===== config.mk =====
export PLATFORM = sky130hd
export DESIGN_NAME = l2_refill_ctrl
export DESIGN_NICKNAME = d
export VERILOG_FILES = /design/src/rtl/cache_ctrl_pkg.sv /design/src/rtl/sat_counter.sv /design/src/rtl/l2_refill_ctrl.sv
export SDC_FILE = /design/constraint.sdc
export NUM_CORES = 1
export LEC_CHECK = 0
export CAP_MARGIN = 20
export CORE_UTILIZATION = 42
export DETAILED_ROUTE_END_ITERATION = 6
export PLACE_DENSITY = 0.94
export SETUP_SLACK_MARGIN = 0.2
export SKIP_CTS_REPAIR_TIMING = 1
export SYNTH_ARGS = -nofsm -noshare
export SYNTH_HDL_FRONTEND = slang
export SYNTH_SLANG_ARGS = --single-unit
export TNS_END_PERCENT = 20

===== constraint.sdc =====
create_clock -name clk -period 5 [get_ports clk]
set_input_delay 0.75 -clock clk [delete_from_list [all_inputs] [get_ports clk]]
set_output_delay 0.75 -clock clk [all_outputs]
set_load 0.005 [all_outputs]

===== src/rtl/cache_ctrl_pkg.sv =====
// Shared types for the L2 refill controller: FSM state encoding and prefetch stride.
// The PREFETCH state exists only when L2_PREFETCH_NEXT_EN is defined.
package cache_ctrl_pkg;

  typedef enum logic [2:0] {
    IDLE,
    LOOKUP,
    MEM_WAIT,
    FILL,
    RESP
`ifdef L2_PREFETCH_NEXT_EN
    , PREFETCH
`endif
  } refill_state_e;

  localparam int unsigned PF_STRIDE = 4;

endpackage


===== src/rtl/sat_counter.sv =====
// Saturating up-counter used for the L2 hit/miss statistics; sticks at all-ones.
module sat_counter #(
  parameter int W = 16
) (
  input  logic         clk,
  input  logic         rst,
  input  logic         inc,
  output logic [W-1:0] cnt
);

  always_ff @(posedge clk) begin
    if (rst)                     cnt <= '0;
    else if (inc && (cnt != '1)) cnt <= cnt + W'(1);
  end

endmodule


===== src/rtl/l2_refill_ctrl.sv =====
// L2 refill controller: L1 miss -> L2 lookup -> memory refill -> L2 fill -> response.
// Optional next-line prefetch after a miss when L2_PREFETCH_NEXT_EN is defined.
module l2_refill_ctrl
  import cache_ctrl_pkg::*;
#(
  parameter int ADDR_WIDTH = 32,
  parameter int DATA_WIDTH = 32,
  parameter int CNT_WIDTH  = 16
) (
  input  logic                  clk,
  input  logic                  rst,
  input  logic                  req_valid_i,
  input  logic [ADDR_WIDTH-1:0] req_addr_i,
  output logic                  req_ready_o,
  output logic                  resp_valid_o,
  output logic [DATA_WIDTH-1:0] resp_instr_o,
  output logic [ADDR_WIDTH-1:0] l2_addr_o,
  input  logic                  l2_hit_i,
  input  logic [DATA_WIDTH-1:0] l2_instr_i,
  output logic                  l2_fill_o,
  output logic [DATA_WIDTH-1:0] l2_fill_data_o,
  output logic                  mem_req_o,
  output logic [ADDR_WIDTH-1:0] mem_addr_o,
  input  logic                  mem_ack_i,
  input  logic [DATA_WIDTH-1:0] mem_data_i,
  output logic [CNT_WIDTH-1:0]  hit_cnt_o,
  output logic [CNT_WIDTH-1:0]  miss_cnt_o
);

  refill_state_e         state_q, state_d;
  logic [ADDR_WIDTH-1:0] addr_q;
  logic [DATA_WIDTH-1:0] data_q;
  logic                  hit_inc, miss_inc;
`ifdef L2_PREFETCH_NEXT_EN
  logic                  miss_q;  // current request went to memory
  logic                  pf_q;    // FILL belongs to a prefetch, not a demand miss
`endif

  always_ff @(posedge clk) begin
    if (rst) state_q <= IDLE;
    else     state_q <= state_d;
  end

  always_comb begin
    state_d  = state_q;
    hit_inc  = 1'b0;
    miss_inc = 1'b0;
    case (state_q)
      IDLE:     if (req_valid_i) state_d = LOOKUP;
      LOOKUP: begin
        if (l2_hit_i) begin
          hit_inc = 1'b1;
          state_d = RESP;
        end else begin
          miss_inc = 1'b1;
          state_d  = MEM_WAIT;
        end
      end
      MEM_WAIT: if (mem_ack_i) state_d = FILL;
`ifdef L2_PREFETCH_NEXT_EN
      FILL:     state_d = pf_q ? IDLE : RESP;
      RESP:     state_d = miss_q ? PREFETCH : IDLE;
      PREFETCH: if (mem_ack_i) state_d = FILL;
`else
      FILL:     state_d = RESP;
      RESP:     state_d = IDLE;
`endif
      default:  state_d = IDLE;
    endcase
  end

  // Address/data capture; in prefetch the latched address advances so both
  // mem_addr_o and l2_addr_o point at the next line.
  always_ff @(posedge clk) begin
    if (rst) begin
      addr_q <= '0;
      data_q <= '0;
`ifdef L2_PREFETCH_NEXT_EN
      miss_q <= 1'b0;
      pf_q   <= 1'b0;
`endif
    end else begin
      case (state_q)
        IDLE: if (req_valid_i) begin
          addr_q <= req_addr_i;
`ifdef L2_PREFETCH_NEXT_EN
          miss_q <= 1'b0;
          pf_q   <= 1'b0;
`endif
        end
        LOOKUP: begin
          if (l2_hit_i) data_q <= l2_instr_i;
`ifdef L2_PREFETCH_NEXT_EN
          else          miss_q <= 1'b1;
`endif
        end
        MEM_WAIT: if (mem_ack_i) data_q <= mem_data_i;
`ifdef L2_PREFETCH_NEXT_EN
        RESP: if (miss_q) begin
          addr_q <= addr_q + ADDR_WIDTH'(PF_STRIDE);
          pf_q   <= 1'b1;
        end
        PREFETCH: if (mem_ack_i) data_q <= mem_data_i;
`endif
        default: ;
      endcase
    end
  end

  sat_counter #(.W(CNT_WIDTH)) u_hit_cnt (
    .clk (clk),
    .rst (rst),
    .inc (hit_inc),
    .cnt (hit_cnt_o)
  );

  sat_counter #(.W(CNT_WIDTH)) u_miss_cnt (
    .clk (clk),
    .rst (rst),
    .inc (miss_inc),
    .cnt (miss_cnt_o)
  );

  // Ready is masked while reset is still held so nothing is accepted mid-reset.
  assign req_ready_o    = (state_q == IDLE) && !rst;
  assign resp_valid_o   = (state_q == RESP);
  assign resp_instr_o   = data_q;
  assign l2_addr_o      = addr_q;
  assign l2_fill_o      = (state_q == FILL);
  assign l2_fill_data_o = data_q;
`ifdef L2_PREFETCH_NEXT_EN
  assign mem_req_o      = (state_q == MEM_WAIT) || (state_q == PREFETCH);
`else
  assign mem_req_o      = (state_q == MEM_WAIT);
`endif
  assign mem_addr_o     = addr_q;

endmodule


### Word-level counts from Yosys, hierarchy flattened

Index checks and enable logic that the tools add are counted.

* reductions and logical operators: 9
* eq/ne operators: 9
* muxes and demuxes: 11
* $add $sub $neg: 2

Operator list (number)
* $mux W32: 2
* $pmux W32 S2: 1
* $add A16 B1 Y16 const B: 2
* $ne A16 B16 Y1 const B: 2
* $pmux W3 S4: 1
* $mux W3: 3
* $eq A3 B2 Y1 const B: 2
* $mux W1: 4
* $ne A2 B2 Y1 const B: 2
* $reduce_and A2 Y1: 2
* $eq A3 B1 Y1 const B: 1
* $eq A3 B3 Y1 const B: 1
* $logic_and A1 B1 Y1: 3
* $logic_not A3 Y1: 1
* $reduce_and A3 Y1: 1
* $ne A2 B1 Y1 const B: 1
* $reduce_bool A2 Y1: 1
* $logic_not A1 Y1: 1

* word-level logic and storage cells: 36
* bits of input ports: 101
* bits in registers: 99
* output and inout port bits: 164

### Logic depth before layout (Yosys ltp)

* word-level depth: 3
* depth in mapped cells: 8
* gate-level depth less buffers: 5

### Hierarchy

From an unflattened synthesis, not the netlist that was laid out.

* cell total of the unflattened synthesis: 570
* area total of the unflattened synthesis: 5094.9 µm²

By module, submodules not included
* l2_refill_ctrl: seq. area each 1341.3 µm², cells each 372, times used 1, area each 3398.3 µm²
* sat_counter: seq. area each 320.3 µm², cells each 99, times used 2, area each 848.3 µm²

### Worst setup path after synthesis

Ideal clock, no wire load.

* path type: input to register
* start point: input port l2_hit_i
* end point: register u_miss_cnt.cnt[9]
* data arrival time: 2290 ps
* buffers on the path: 1
* data required time: 4930 ps
* library setup time: 70 ps
* stages: 5
* path slack: 2639 ps
* cells stage by stage: or4b_1 > or3_1 > buf_2 > or4_1 > a21oi_1

* longest elaborated chain between the ends: 3

Ends and longest elaborated chain
* start, declared: RTL line l2_refill_ctrl.sv:18 `input logic l2_hit_i,`
* $mux W1: RTL line l2_refill_ctrl.sv:51 `if (l2_hit_i) begin`
* $mux W1: RTL line l2_refill_ctrl.sv:48 `case (state_q)`
* $logic_and A1 B1 Y1: RTL line sat_counter.sv:13 `else if (inc && (cnt != '1)) cnt <= cnt + W'(1);`
* end signal, assigned: RTL line sat_counter.sv:13
* end, declared: RTL line sat_counter.sv:8 `output logic [W-1:0] cnt`

No other way between the ends.
A chain may end at the register's enable or synchronous reset.

### Worst setup path in the final report

* start point: register state_q[1]
* end point: output port mem_req_o

* longest elaborated chain between the ends: 1

Ends and longest elaborated chain
* start, declared: RTL line l2_refill_ctrl.sv:30 `refill_state_e state_q, state_d;`
* start signal, assigned: RTL line l2_refill_ctrl.sv:41 `else state_q <= state_d;`
* $eq A3 B2 Y1: RTL line l2_refill_ctrl.sv:134 `assign mem_req_o = (state_q == MEM_WAIT);`
* end, declared: RTL line l2_refill_ctrl.sv:22 `output logic mem_req_o,`

No other way between the ends.

==> results.cfg <==
[clock_network]
clock_sinks = 99
ctsHtreeMaxLevel = 3
ctsRootBufferMaster = clkbuf_16
cts_inserted_buffers = 9
clk_pin_slew_ns = 0.07
cts_tree = done
clk_path_buf_depth = 2
insertion_delay_ns = 0.33

[sta]
slew_violations = 0
fmax_mhz = 333.5
fin_setup_tns_ns = 0
period_share = 0.5997
rsz0062_at_grt = false
skew_ns = 0.008405
fin_hold_ws_ns = 0.4735
fin_ws_ns = 2.002
hold_viol = 0
fin_crit_ns = 2.999
tightest_slew_ns = 1.018
slew_headroom = 0.3212
setup_viol_count_final = 0

[critical_path]
cp.required_ns = 4.25
path_cells = nor3b_2, buf_4, clkdlybuf4s50_1
worstPathMaxFanout = 34
reg2reg_to = u_miss_cnt.cnt[9]
cp-start-kind = register
cp_slowest_cell = clkdlybuf4s50_1
path_class = register to output port
ff2ff_setup_slack_ns = 2.53
critPathTopFamily = buffers and inverters
critPathLaunch = state_q[1]
crit_buf_inv = 2
r2r_cells = 4
cp_num_cells = 3
endpoint_kind = output port
worstPathArrival_ns = 2.25
worstSetupEndpoint = mem_req_o
max_stage_delay_ns = 0.62
r2r-start = state_q[0]

[synthesis]
synth_xor_area_frac = 0
ys_ff_latch = 99
yosysWarnings = 0
synth-adder-area-share = 0.005267
synth_top_family_by_area = simple AND/OR/NAND/NOR gates
seq_area_frac_synth = 0.4172
synthDistinctLibCells = 41
avgSynthCellArea_um2 = 8.484
synth_top_area_share = 0.4172
syn_area_mm2 = 0.004751
synth_flop_cell = dfxtp_1
synthTopCellsByArea = dfxtp_1, buf_4, mux2i_1, a21oi_1, nand2_1
synthSimpleGateAreaFrac = 0.2070
synth_top_area_cell = dfxtp_1
synth_mux_area_frac = 0.07848
synth_fp_nets = 663
synthCells = 560
synth_compound_area_frac = 0.1562
synth_edf_count = 0
async_flop_share = 0

[placement]
dpl_worst_slack_ns = 1.877
io_buffers = 264
hpwl_um = 10480
place_congestion = 0.8305

[power_and_ir_drop]
ir_worst_vdd_mv = 0.2415
powerDensity_mw_per_mm2 = 265.0
p_leak_nw = 2.409
total_power_mw = 1.933

[route]
viasPerCell = 5.365
routedWlPerCell_um = 15.87
drt-initial-drc-count = 250
drcViolationCount = 0
vias = 4743
drt_wl_total_um = 14030
antenna_left = 0
first_pass_iters = 5

[grt]
grt_usage = 0.2246
grt_pass1_wl_um = 20910
grt_pass1_vias = 4412
grt_max_degree = 104
antenna_found_initial = 0
gr-total-overflow = 0

[floorplanning]
start_util = 0.4344
rows = 38
dieArea_mm2 = 0.01174
core_mm2 = 0.01094
die_h_um = 108.4
die_x_um = 108.4
top_level_ports = 265

[finish]
fin_nets = 843
antenna_cells = 0
drive_gt1_frac = 0.03495
area_delta_synth_final_pct = 53.52

[run]
maxCapViolCount = 0

[hold_path]
min_from = l2_addr_o[3]
min_path_type = register to register

[run_status]
outcome = completed
## cell families after synthesis
group,Yosys count
and+or+nand+nor,197
AOI/OAI and AO/OA,121
buffers and inverters,104
DFF,99
muxes,37
adders and majority gates,2
## state kept, by name, summed over array words and instances, names as in the netlist
register / flops
l2_addr_o: 32
state_q: 3
u_miss_cnt.cnt: 16
l2_fill_data_o: 32
u_hit_cnt.cnt: 16
## placed cells by master (no fill, tap or decap), drive strengths merged, types with 8 or more instances in the layout
cell type / synthesis / final
or4: 13 / 13
clkdlybuf4s50: 0 / 263
nand2: 74 / 74
nand4: 12 / 12
or3: 9 / 9
o31ai: 16 / 16
a211oi: 34 / 34
a21oi: 59 / 59
mux2i: 35 / 35
dfxtp: 99 / 99
nor2: 40 / 40
nor3: 8 / 8
o21ai: 8 / 8
clkbuf: 21 / 13
## worst min-delay path: cells and delay by family (launching register included)
kind,cells,cell delay [ns]
DFF,1,0.32
and+or+nand+nor,1,0.05
AOI/OAI and AO/OA,1,0.05
## per-stage QoR
stage	utilization	std cells	area [um^2]
2_1_floorplan	-	560	4751
3_3_place_gp	0.6381	868	6978
3_5_place_dp	0.6381	868	6978
4_1_cts	0.6651	883	7273
5_1_grt	0.6669	884	7293
6_report	0.6669	884	7293
## worst min-delay path by stage
stage	end	slack (ns)	depth (start not counted)
2_1_floorplan	l2_addr_o[0]	0.47	2
3_3_place_gp	l2_addr_o[2]	0.45	2
3_5_place_dp	l2_addr_o[3]	0.47	2
4_1_cts	l2_addr_o[3]	0.48	2
5_1_grt	l2_addr_o[2]	0.49	2
6_report	l2_addr_o[3]	0.47	2
## Yosys cell counts, types with 2 or more instances
cell,n
ha_1,2
clkbuf_1,21
nor3_1,8
nor2_1,40
nor4_1,5
a211oi_1,34
dfxtp_1,99
nand4_1,12
nor3b_1,2
buf_1,3
buf_4,64
o21ai_0,8
and4_1,4
or4_1,13
and3_1,4
buf_2,12
or2_0,2
nand3_1,7
nand2b_1,2
nor4b_1,2
or2_2,2
nor2b_1,3
or3_1,9
inv_1,4
mux2i_1,35
a21oi_1,59
nand2_1,74
mux2_1,2
o31ai_1,16
## per-layer routing
layer	GRT usage	routed length (um)
met1	0.2579	5522
met2	0.4126	7252
met3	0.03496	895
met4	0.09170	354
met5	0	0
## area by class of cell
class	instances	area, um^2
well taps	140	175.2
clock inverters	2	35.03
repair buffers	269	2690
multi-input cells	357	2136
clock buffers	13	260.3
inverters	4	15.01
flip-flops and latches	99	1982
fillers	843	3642
## power breakdown
| part | switching [mW] | internal [mW] |
|---|---|---|
| registers | 0.0403 | 0.831 |
| clock network | 0.272 | 0.412 |
| logic | 0.136 | 0.242 |
Note: power is estimated with default switching activity, not from simulation.
